`src/rtl/boundary_scan_pkg.sv`:
```
// rtl/boundary_scan_pkg.sv - shared types and helpers for the boundary-scan ring
package boundary_scan_pkg;

  typedef enum logic [1:0] {
    IDLE    = 2'd0,
    CAPTURE = 2'd1,
    SHIFT   = 2'd2,
    UPDATE  = 2'd3
  } bs_state_t;

  // Counter must reach len-1; +1 keeps it wide enough for any len
  function automatic int CNT_W(input int len);
    return $clog2(len + 1);
  endfunction

endpackage

```
`src/rtl/boundary_scan_cell.sv`:
```
// rtl/boundary_scan_cell.sv - one capture/shift/update boundary-scan bit
module boundary_scan_cell
  import boundary_scan_pkg::*;
(
  input  logic clock,
  input  logic reset,
  input  logic capture,
  input  logic shift,
  input  logic update,
  input  logic par_in,
  input  logic sin,
  output logic sout,
  output logic upd
);

  logic q;

  // Update latch is separate from the shift flop so pins stay put while shifting
  always_ff @(posedge clock or posedge reset) begin
    if (reset) begin
      q   <= 1'b0;
      upd <= 1'b0;
    end else begin
      if (capture)
        q <= par_in;
      else if (shift)
        q <= sin;
      if (update)
        upd <= q;
    end
  end

  assign sout = q;

endmodule

```
`src/rtl/boundary_scan_chain.sv`:
```
// rtl/boundary_scan_chain.sv - boundary-scan ring with capture/shift/update sequencer
module boundary_scan_chain
  import boundary_scan_pkg::*;
#(
  parameter int N_IN  = 4,
  parameter int N_OUT = 4
) (
  input  logic             clock,
  input  logic             reset,
  input  logic             testing,
  input  logic [N_IN-1:0]  pad_in,
  output logic [N_IN-1:0]  core_in,
  input  logic [N_OUT-1:0] core_out,
  output logic [N_OUT-1:0] pad_out,
  input  logic             sin,
  output logic             sout,
  input  logic             start,
  output logic             busy,
  output logic             done
);

  localparam int L  = N_IN + N_OUT;
  localparam int CW = CNT_W(L);

  bs_state_t       state;
  logic [CW-1:0]   cnt;
  logic [L:0]      link;
  logic [L-1:0]    par;
  logic [L-1:0]    upd;

  assign par     = {core_out, pad_in};
  assign link[L] = sin;

  // link[i] is cell i's shift output; cell i takes its serial input from cell i+1
  for (genvar i = 0; i < L; i++) begin : g_cell
    boundary_scan_cell u_cell (
      .clock   (clock),
      .reset   (reset),
      .capture (state == CAPTURE),
      .shift   (state == SHIFT),
      .update  (state == UPDATE),
      .par_in  (par[i]),
      .sin     (link[i+1]),
      .sout    (link[i]),
      .upd     (upd[i])
    );
  end

  assign sout    = link[0];
  assign core_in = testing ? upd[N_IN-1:0] : pad_in;
  assign pad_out = testing ? upd[L-1:N_IN] : core_out;

  always_ff @(posedge clock or posedge reset) begin
    if (reset) begin
      state <= IDLE;
      cnt   <= '0;
      busy  <= 1'b0;
      done  <= 1'b0;
    end else begin
      case (state)
        IDLE: begin
          if (start) begin
            state <= CAPTURE;
            busy  <= 1'b1;
          end
        end
        CAPTURE: begin
          cnt   <= '0;
          state <= SHIFT;
        end
        SHIFT: begin
          cnt <= cnt + 1'b1;
          if (cnt == CW'(L - 1)) begin
            state <= UPDATE;
            done  <= 1'b1;
          end
        end
        UPDATE: begin
          state <= IDLE;
          busy  <= 1'b0;
          done  <= 1'b0;
        end
        default: begin
          state <= IDLE;
          busy  <= 1'b0;
          done  <= 1'b0;
        end
      endcase
    end
  end

endmodule

```
`config.mk`:
```
export PLATFORM = sky130hd
export DESIGN_NAME = boundary_scan_chain
export DESIGN_NICKNAME = d
export VERILOG_FILES = /design/src/rtl/boundary_scan_pkg.sv /design/src/rtl/boundary_scan_cell.sv /design/src/rtl/boundary_scan_chain.sv
export SDC_FILE = /design/constraint.sdc
export NUM_CORES = 1
export LEC_CHECK = 0
export ABC_AREA = 1
export CAP_MARGIN = 20
export CORE_MARGIN = 2
export CORE_UTILIZATION = 51
export CTS_CLUSTER_SIZE = 16
export DETAILED_ROUTE_END_ITERATION = 8
export PLACE_DENSITY = 0.84
export SETUP_SLACK_MARGIN = 0.15
export SLEW_MARGIN = 20
export SYNTH_ARGS = -nofsm -noshare
export SYNTH_HDL_FRONTEND = slang
export SYNTH_SLANG_ARGS = --single-unit
```
`constraint.sdc`:
```
create_clock -name clock -period 1.9 [get_ports clock]
set_clock_uncertainty 0.15 [all_clocks]
set_input_delay 0.285 -clock clock [delete_from_list [all_inputs] [get_ports clock]]
set_output_delay 0.285 -clock clock [all_outputs]
set_load 0.01 [all_outputs]
```
==> flow_summary_export.csv <==
group,metric,value,unit
pwr,vdd_drop_max,1.457,mV
pwr,cellPowerDensity,1521,nW/um^2
route,final_antenna_net_count,0,
route,wl_per_cell,11.64,um
grt,track_usage,0.1975,
hold_path,hold_class,"in2async",
pwr,netSwitchingPower,1.022,mW
sta,worstMarginPinSlew,0.4812,ns
setup_path,r2r_start,"state[0]",
yosys,synthesis.nets,173,
yosys,yosysSeqAreaShare,0.4688,
place,gp_congestion,0.8675,
pwr,power_frac_comb,0.517,
clocking,cts_root_buf,"clkbuf_4",
yosys,netlist_area,1281,um^2
setup_path,cp.arrival,1.23,ns
pwr,p_total,2.398,mW
sta,period_minus_slack,1.667,ns
yosys,syn_inst,155,
setup_path,timing.critical_path.buf_inv,3,
clocking,cts_hold_buf,0,
sta,period_share,0.8776,
finish,final_common_cell,"nand2_1",
finish,area_delta_synth_final,23.05,%
yosys,yosysWarnings,0,
setup_path,critPathSlowestCell,"clkdlybuf4s50_1",
finish,final_cell_area,1577,um^2
sta,fmax,0.5997,GHz
setup_path,rrSetupSlack,0.31,ns
route,vias,1107,
pwr,pwr-share-seq,0.372,
setup_path,worstSetupPathType,"in2out",
pwr,switching_share,0.4261,
clocking,cts_buffers,3,
yosys,syn_avg_cell_area,8.266,um^2
route,wl_met3,124,um
route,route.detailed.drc,0,
sta,final-max-slew-violation-count,0,
sta,finalSetupViolations,0,
status,status,"completed",
setup_path,worstSetupStartpointType,"input port",
pwr,power_frac_clock,0.111,
setup_path,worstRegToRegCells,6,
sta,rsz0062_at_grt,"no",
grt,grt_pass1_wl,4188,um
clocking,clk_pin_slew,0.12,ns
route,dr.pass1.iters,5,
clocking,clk_path_buf_depth,2,
grt,grt_pass1_vias,1041,
sta,slew_headroom,0.6789,
setup_path,cp_top_family,"buffers and inverters",
floorplan,std_cell_rows,18,
route,wl_met1,1122,um
sta,whs,0.1404,ns
clocking,clkSinkCount,24,
route,top_layer,"met4",
place,dpl_cell_area,1574,um^2
grt,antenna_found_initial,0,
sta,finalHoldViolations,0,
run,maxCapViolCount,0,
clocking,clock_latency,0.31,ns
clocking,cts_tree,"built",
clocking,postCtsSetupBuffers,0,
floorplan,die_w,54.12,um
place,port_buffers,23,
clocking,h-tree-depth,1,
setup_path,worstPathCellList,"clkdlybuf4s50_1 -> buf_6 -> nand2_1 -> o21ai_0 -> clkbuf_2",
place,dp_hpwl,1878,um
finish,n_antenna_cell,0,
pwr,p_leak,0.7983,nW
finish,num-nets-final,206,
route,routed_via_density,5.101,
finish,layout_common_cells,"nand2_1, inv_1, dfrtp_1",
route,finalWirelength,2526,um
setup_path,cp_slowest_stage_delay,0.48,ns
floorplan,initial_core_util,0.5267,
floorplan,dieHeight,54.12,um
setup_path,required,1.46,ns
setup_path,r2r-end,"cnt[3]",
floorplan,dieArea,2929,um^2
route,drtIter0Drc,24,
setup_path,crit_path_end_kind,"primary output",
grt,grt_max_degree,25,
finish,drive_above_1_share,0.1658,
yosys,ys_seq_elements,24,
floorplan,top_level_ports,24,
floorplan,coreArea,2432,um^2
route,wl_met2,1229,um
grt,gr-total-overflow,0,
pwr,p_int,1.376,mW
setup_path,path_max_fanout,16,
yosys,ys_types,17,
flip-flops by register name, summed over array words and instances (netlist names):
name                flops
cnt                     4
busy                    1
state                   2
g_cell.u_cell.sout      8
g_cell.u_cell.upd       8
done                    1
routing by layer:
metal	vias to the layer above	track usage
li1	554	-
met1	513	0.2339
met2	36	0.3514
met3	4	0.02500
met4	0	0.09167
met5	-	0
how the worst max path moves through the flow:
stage                        start         end  slack, ns  cells after the start
after floorplan           state[0]      cnt[2]       0.53                      5
after global placement     testing  core_in[1]      -0.14                      5
final                      testing  pad_out[0]       0.23                      5
after detailed placement   testing  pad_out[2]      -0.16                      5
after global routing      state[0]      cnt[3]       0.16                      6
after CTS                  testing  pad_out[3]       0.15                      5
cell families (layout without fill, tap and decap cells):
logic type      Yosys count  after routing  share of synthesized area
fa+ha+maj                 5              5                    0.04883
compound gates           35             35                     0.1709
simple gates             60             60                     0.1934
buf+inv                  31             63                     0.1182
flops                    24             24                     0.4688
through the flow:
stage	utilization	TNS (ns)	setup slack, ns	std cells
6_report	0.6481	0	0.2326	217
5_1_grt	0.6481	0	0.1649	217
4_1_cts	0.6620	0	0.1525	217
3_5_place_dp	0.6471	-1.162	-0.1587	213
3_3_place_gp	0.6471	-1.098	-0.1434	213
2_1_floorplan	-	0	0.5316	155
power groups by stage:
| stage | Clock, mW | Combinational [mW] | Sequential [mW] |
|---|---|---|---|
| after global routing | 0.302 | 1.39 | 0.918 |
| after global placement | 0 | 1.20 | 0.885 |
| after floorplan | 0 | 0.971 | 0.875 |
| final | 0.266 | 1.24 | 0.892 |
| after CTS | 0.274 | 1.25 | 0.888 |
| after detailed placement | 0 | 1.27 | 0.899 |
Yosys cell counts:
| library cell | count | share of area |
|---|---|---|
| nand2_1 | 47 | 0.14 |
| inv_1 | 25 | 0.073 |
| dfrtp_1 | 24 | 0.47 |
| o21ai_0 | 16 | 0.063 |
| o21ai_1 | 8 | 0.031 |
| nand3_1 | 7 | 0.027 |
| ha_1 | 5 | 0.049 |
| buf_6 | 4 | 0.035 |
| nor2_1 | 4 | 0.012 |
| o211ai_1 | 4 | 0.023 |
| o211ai_2 | 4 | 0.039 |
| a21oi_1 | 2 | 0.0078 |
| a21oi_2 | 1 | 0.0068 |
| buf_2 | 1 | 0.0039 |
| buf_4 | 1 | 0.0059 |
| nor3b_2 | 1 | 0.0098 |
| or2_4 | 1 | 0.0068 |
timing repair:
item	CTS	global route
endpoints found under the hold margin	0	0
setup endpoints to repair	8	10
gates resized for setup	14	18
area by class of cell:
type | count | area (um^2)
Clock buffer | 4 | 36.28
Fill cell | 197 | 855.8
Inverter | 25 | 93.84
Multi-Input combinational cell | 100 | 531.8
Sequential cell | 24 | 600.6
Tap cell | 30 | 37.54
Timing Repair Buffer | 34 | 276.5
worst reg2reg max path, delay by kind of cell, from the launching register on:
family                     cells  cell delay [ns]
DFF                            1             0.43
AOI/OAI and AO/OA              1             0.16
and+or+nand+nor                3             0.28
buffers and inverters          1             0.08
adders and majority gates      1             0.43
(Power assumes the default switching activity.)
